==> src/rtl/vector_mem_arbiter.sv <==
// Shares the single byte-wide system RAM port between download, video, FDD and CPU.
// One transaction at a time: grant in IDLE, one-cycle strobe, wait for ready or timeout, ack in DONE.
module vector_mem_arbiter #(
  parameter int CPU_STARVE = 4,
  parameter int TIMEOUT    = 64
) (
  input  logic        clk_sys,
  input  logic        reset_n,
  input  logic        dl_req,
  input  logic [24:0] dl_addr,
  input  logic [7:0]  dl_din,
  output logic        dl_ack,
  input  logic        vid_req,
  input  logic [15:0] vid_addr,
  output logic        vid_ack,
  input  logic        fdd_req,
  input  logic [20:0] fdd_addr,
  output logic        fdd_ack,
  input  logic        cpu_req,
  input  logic        cpu_we,
  input  logic [19:0] cpu_addr,
  input  logic [7:0]  cpu_din,
  output logic        cpu_ack,
  output logic [7:0]  rdata,
  output logic [24:0] ram_addr,
  output logic [7:0]  ram_din,
  output logic        ram_we,
  output logic        ram_rd,
  input  logic [7:0]  ram_dout,
  input  logic        ram_ready,
  output logic [1:0]  owner,
  output logic        busy,
  output logic        err,
  output logic [1:0]  dbg_state
);

  // Handshake: a requester holds req (and its address/data) until its ack, which is
  // high for exactly one cycle in DONE; req may drop or re-present on the edge ending it.

  typedef enum logic [1:0] {IDLE = 2'd0, WAIT = 2'd1, DONE = 2'd2} state_t;

  localparam int TW = $clog2(TIMEOUT + 1);

  state_t        state, state_nx;
  logic [TW-1:0] wait_cnt;
  logic [2:0]    skip_cnt;
  logic          is_read;

  logic          any_req;
  logic          promote;
  logic [1:0]    win;
  logic [24:0]   win_addr;
  logic [7:0]    win_din;
  logic          win_we;
  logic          timed_out;

  always_comb begin
    any_req   = dl_req | vid_req | fdd_req | cpu_req;
    promote   = cpu_req && !dl_req && (skip_cnt == 3'(CPU_STARVE));
    timed_out = (wait_cnt == TW'(TIMEOUT));
    win       = 2'd3;
    if (dl_req)       win = 2'd0;
    else if (promote) win = 2'd3;
    else if (vid_req) win = 2'd1;
    else if (fdd_req) win = 2'd2;
    win_addr = {5'b0, cpu_addr};
    win_din  = 8'h00;
    win_we   = 1'b0;
    case (win)
      2'd0: begin
        win_addr = dl_addr;
        win_din  = dl_din;
        win_we   = 1'b1;
      end
      2'd1: win_addr = {9'b0, vid_addr};
      2'd2: win_addr = {4'b0, fdd_addr};
      default: begin
        win_addr = {5'b0, cpu_addr};
        win_din  = cpu_din;
        win_we   = cpu_we;
      end
    endcase
    state_nx = state;
    case (state)
      IDLE:    if (any_req) state_nx = WAIT;
      WAIT:    if (ram_ready || timed_out) state_nx = DONE;
      DONE:    state_nx = IDLE;
      default: state_nx = IDLE;
    endcase
  end

  always_ff @(posedge clk_sys) begin
    if (!reset_n) begin
      state    <= IDLE;
      ram_we   <= 1'b0;
      ram_rd   <= 1'b0;
      ram_addr <= '0;
      ram_din  <= '0;
      rdata    <= '0;
      owner    <= 2'd3;
      err      <= 1'b0;
      skip_cnt <= '0;
      wait_cnt <= '0;
      is_read  <= 1'b0;
    end else begin
      state  <= state_nx;
      ram_we <= 1'b0;
      ram_rd <= 1'b0;
      case (state)
        IDLE: begin
          if (any_req) begin
            owner    <= win;
            ram_addr <= win_addr;
            ram_din  <= win_din;
            ram_we   <= win_we;
            ram_rd   <= !win_we;
            is_read  <= !win_we;
            wait_cnt <= '0;
            // Starvation counter only tracks grants taken while the CPU was waiting.
            if (win == 2'd3)
              skip_cnt <= '0;
            else if (cpu_req && (skip_cnt < 3'(CPU_STARVE)))
              skip_cnt <= skip_cnt + 3'd1;
          end
        end
        WAIT: begin
          if (ram_ready) begin
            if (is_read) rdata <= ram_dout;
          end else if (timed_out) begin
            rdata <= 8'hFF;
            err   <= 1'b1;
          end else begin
            wait_cnt <= wait_cnt + 1'b1;
          end
        end
        default: ;
      endcase
    end
  end

  assign dl_ack    = (state == DONE) && (owner == 2'd0);
  assign vid_ack   = (state == DONE) && (owner == 2'd1);
  assign fdd_ack   = (state == DONE) && (owner == 2'd2);
  assign cpu_ack   = (state == DONE) && (owner == 2'd3);
  assign busy      = (state != IDLE);
  assign dbg_state = state;

endmodule
==> config.mk <==
export PLATFORM = sky130hd
export DESIGN_NAME = vector_mem_arbiter
export DESIGN_NICKNAME = d
export VERILOG_FILES = /design/src/rtl/vector_mem_arbiter.sv
export SDC_FILE = /design/constraint.sdc
export NUM_CORES = 1
export LEC_CHECK = 0
export CAP_MARGIN = 10
export CORE_ASPECT_RATIO = 1.4
export CORE_UTILIZATION = 30
export CTS_BUF_LIST = sky130_fd_sc_hd__clkbuf_4 sky130_fd_sc_hd__clkbuf_8 sky130_fd_sc_hd__clkbuf_16
export CTS_CLUSTER_SIZE = 24
export DETAILED_ROUTE_END_ITERATION = 8
export PLACE_DENSITY = 0.68
export SYNTH_ARGS = -nofsm -noshare
export SYNTH_HDL_FRONTEND = slang
export SYNTH_SLANG_ARGS = --single-unit
==> constraint.sdc <==
create_clock -name clk_sys -period 2 [get_ports clk_sys]
set_input_delay 0.4 -clock clk_sys [delete_from_list [all_inputs] [get_ports clk_sys]]
set_output_delay 0.4 -clock clk_sys [all_outputs]
set_load 0.005 [all_outputs]
; ---- After elaboration in Yosys (flattened, before gate mapping)
; Index checks and enable logic that the tools add are counted.
[totals]
regBits = 59
out_inout_bits = 53
elab_cells = 77
[op_classes]
addsub = 2
n_lt_le_gt_ge = 1
n_eq_ne = 15
n_mux = 19
bitwise_logic = 4
reduce_logical = 25
[ops]
columns = operator, count
row1 = case mux 25 bit (3 select lines), 1
row2 = 2-to-1 mux 8 bit, 3
row3 = 2-to-1 mux 7 bit, 3
row4 = case mux 8 bit (2 select lines), 1
row5 = case mux 7 bit (2 select lines), 1
row6 = AND reduction 3 bit, 4
row7 = == test 2 bit (second input constant), 5
row8 = 2-to-1 mux 2 bit, 5
row9 = inequality test 2 bit (second input constant), 4
row10 = nonzero test 2 bit, 4
row11 = adder 7 x 1 -> 7 bit (second input constant), 1
row12 = == test 7 bit (second input constant), 1
row13 = logical AND 1 bit, 7
row14 = == test 2 x 1 -> 1 bit (second input constant), 3
row15 = logical NOT 2 bit, 3
row16 = 2-to-1 mux 3 bit, 2
row17 = case mux 2 bit (2 select lines), 1
row18 = AND reduction 2 bit, 2
row19 = AND reduction 4 bit, 1
row20 = adder 3 x 1 -> 3 bit (second input constant), 1
row21 = == test 3 bit (second input constant), 1
row22 = less-than comparator 3 bit (second input constant), 1
row23 = OR 1 bit, 3
row24 = logical NOT 1 bit, 2
row25 = other kinds (6), 6

; ---- Depth between registers and ports, before layout
[depth]
ltp_word = 9
depth_mapped = 8
depth_no_buf = 6

; ---- Least setup slack after synthesis
; Ideal clock, no wire load.
[synth_timing]
path_type = input -> register
from = input port fdd_req
to = register owner[1]
t_arrival_ps = 1596
slack_ps = 275
cell_stages = 6
path_buffers = 2
path_cell_list = or4_1 > buf_2 > and2_1 > buf_2 > o22ai_1 > nand2_1
[synth_via]
elab_chain_len = 3
[synth_rtl]
columns = item, line
row1 = "start, declared", 16  ; input logic fdd_req,
row2 = OR 1 bit (2 in a row), 58  ; any_req = dl_req | vid_req | fdd_req | cpu_req;
row3 = AND reduction 2 bit (no source line), n/a
row4 = "end signal, assigned", 112  ; owner <= win;
row5 = "end, declared", 31  ; output logic [1:0] owner,
; No other way between the ends.
; A chain may end at the register's enable or synchronous reset.

; ---- Final worst setup path
[layout_timing]
from = register state[0] (netlist: dbg_state[0])
to = output port cpu_ack
[layout_via]
elab_chain_len = 2
[layout_rtl]
columns = item, line
row1 = "start, declared", 44  ; state_t state, state_nx;
row2 = "start signal, assigned", 106  ; state <= state_nx;
row3 = == test 2 bit, 144  ; assign cpu_ack = (state == DONE) && (owner == 2'd3);
row4 = logical AND 1 bit, 144
row5 = "end, declared", 23  ; output logic cpu_ack,
; No other way between the ends.

==> impl_metrics.csv <==
group,metric,value,unit
global_route,grt_pass1_vias,3185,
power_and_ir_drop,p_per_area,753,mW/mm^2
synthesis,netlist.area_leader.share,44.1,%
synthesis,synth_edf_count,0,
synthesis,synth_flop_cell,"dfxtp_1",
timing,rsz0062_at_grt,"yes",
critical_path,crit_type,"reg2out",
synthesis,synth_most_common_cell,"dfxtp_1",
die,ios,167,
timing,hold_ws,0.462,ns
detailed_routing,routed-via-count,3166,
die,dieArea,0.00933,mm^2
clock_tree,path_clk_slew,0.05,ns
layout,fin_nets,608,
timing,setup_viol,0,
die,die_h,114,um
layout,areaGrowthSynthToFinish,87.2,%
clock_tree,worst_skew_pair.late_latency,0.33,ns
timing,min_period,1.94,ns
detailed_routing,drc_errors,0,
outcome,run_status,"finished clean",
global_route,grt_pass1_wl,15100,um
synthesis,ys.warnings.count,0,
critical_path,cp-end-kind,"primary output",
clock_tree,cts-root-buf,"clkbuf_16",
global_route,groute.usage.overall,21.5,%
global_route,grt_max_degree,23,
power_and_ir_drop,vdd_drop_max,483,uV
synthesis,synth_seq_area_share,44.1,%
die,core,0.00861,mm^2
detailed_routing,wl_per_cell,16.2,um
timing,tns,0,ns
power_and_ir_drop,power_leakage,1.90,nW
timing,report.final.slew_viol_count,0,
synthesis,synth-seq-cells,59,
layout,stdcell_count,600,
timing,maxSlewHeadroom,65.8,%
place,globalplace.congestion,0.793,
detailed_routing,drt-pass1-iter-count,6,
place,portBuffers,166,
clock_tree,numClockSinks,59,
power_and_ir_drop,finalPower,0.00378,W
synthesis,netlist_area,0.00268,mm^2
synthesis,synth_top_area_cell,"dfxtp_1",
global_route,grt-ovfl-total,0,
synthesis,syn_nets,421,
synthesis,netlist_instances,303,
critical_path,cp.required,1.60,ns
layout,drive_gt1_share,13.5,%
place,hpwl,7150,um
die,rows,40,
detailed_routing,drtIter0Drc,154,
timing,timing_worst_slew_pin_value,0.506,ns
die,die_x,81.9,um
critical_path,cp_max_fo,6,
detailed_routing,avgViaCountPerCell,5.28,
timing,fin_crit_sh,97.0,%
synthesis,yosys-top-cells-area,"dfxtp_1 44%, a22oi_1 8.1%, a21oi_1 7.5%",
critical_path,critPathLaunchType,"register",
layout,postLayoutCoreUtil,58.3,%
synthesis,avgSynthCellArea,8.85,um^2
synthesis,async_reset_ff_share,0,%
detailed_routing,wirelength,9730,um
critical_path,cp.arrival,1.54,ns
die,start_util,31.1,%
clock_tree,tritoncts,"built",
timing,skew,0.00726,ns
clock_tree,cts_buffers,9,
synthesis,ys_top_cells_by_count,"59 x dfxtp_1, 40 x a21oi_1, 29 x a22oi_1, 25 x o21ai_0, 20 x a221oi_1",
place,dp.cells,580,
timing,max_freq,516,MHz
worst_hold_path,hp-class,"reg2reg",
job,maxCapViolations,0,
layout,insertedDiodeCount,0,
detailed_routing,drtAntennaViolNets,0,
global_route,antenna_found_initial,0,
clock_tree,clockBufferDepth,2,
clock_tree,htree_levels,3,
synthesis,synthDistinctLibCells,43,
timing,hold_viol_final,0,
clock_tree,cts_hold_repair.buffers,0,
critical path, cell delays in order (launching register included):
cell and delay, ns:
dfxtp_1 0.39, nor2b_4 0.17, and3_1 0.16, clkdlybuf4s50_1 0.49
layout make-up:
class / instances / area [um^2]
fill: 782 / 3590
timing repair buffer: 198 / 1950
multi-input combinational: 213 / 1400
sequential: 59 / 1180
clock buffer: 12 / 267
tap: 105 / 131
clock inverter: 4 / 47.5
inverter: 9 / 33.8
placed cells by master, fill, tap and decap left out, types with 2 or more instances in the layout:
| cell | instances |
|---|---|
| a211oi_1 | 2 |
| a21o_1 | 2 |
| a21oi_1 | 38 |
| a21oi_2 | 2 |
| a221oi_1 | 20 |
| a22oi_1 | 29 |
| a31oi_1 | 2 |
| and2_1 | 2 |
| and3_1 | 3 |
| buf_12 | 4 |
| buf_4 | 28 |
| clkbuf_16 | 9 |
| clkbuf_8 | 3 |
| clkdlybuf4s50_1 | 164 |
| clkinv_2 | 2 |
| dfxtp_1 | 58 |
| ha_1 | 4 |
| inv_1 | 8 |
| nand2_1 | 16 |
| nand2b_1 | 2 |
| nand3_1 | 17 |
| nor2_1 | 9 |
| nor3_1 | 2 |
| nor3b_1 | 2 |
| o21ai_0 | 25 |
| o221a_2 | 8 |
| o22ai_1 | 2 |
| or3_1 | 5 |
| or4_1 | 2 |
sequential cells by signal, summed over array words and instances, names as in the netlist:
| signal | flops |
|---|---|
| dbg_state | 2 |
| ram_rd | 1 |
| ram_din | 8 |
| wait_cnt | 7 |
| ram_we | 1 |
| err | 1 |
| rdata | 8 |
| skip_cnt | 3 |
| is_read | 1 |
| ram_addr | 25 |
| owner | 2 |
metal layers:
| metal | GRT usage, % | up-vias | part of all wire, % |
|---|---|---|---|
| li1 | - | 1550 | - |
| met1 | 23.9 | 1461 | 37 |
| met2 | 37.1 | 137 | 53 |
| met3 | 5.52 | 18 | 7.0 |
| met4 | 10.2 | 0 | 2.5 |
| met5 | 0 | - | 0 |
report_power, final:
group          leakage, nW  internal (W)  switching, W
clock network        0.155       0.00106      0.000536
registers            0.485       0.00127     0.0000584
logic                 1.26      0.000532      0.000329
metrics by stage:
| stage | instance area, um^2 | setup WS (ns) |
|---|---|---|
| floorplan | 2680 | 0.275 |
| global placement | 4630 | -0.277 |
| detailed placement | 4630 | -0.341 |
| CTS | 4960 | 0.0335 |
| global route | 5020 | -0.0161 |
| finish | 5020 | 0.0603 |
path summary, 6_finish.rpt:
path / from / endpoint / slack, ns / depth (start not counted)
max reg2reg: dbg_state[0] / wait_cnt[0] / 0.17 / 4
min: err / err / 0.46 / 1
min reg2reg: err / err / 0.46 / 1
max: dbg_state[0] / cpu_ack / 0.06 / 3
cells by family after synthesis:
family / count (synthesis) / share of synthesized area [%]
flops: 59 / 44.1
compound gates: 136 / 34.5
fa+ha+maj: 4 / 1.87
mux: 1 / 0.373
simple gates: 71 / 14.0
buf+inv: 32 / 5.27
what timing repair did:
item,in CTS,in global routing
resized for setup,5,4
cloned,0,1
setup buffers,0,3
pin swaps,0,2
endpoints found under the setup margin,20,20
Power figures use the tool's default switching activity.
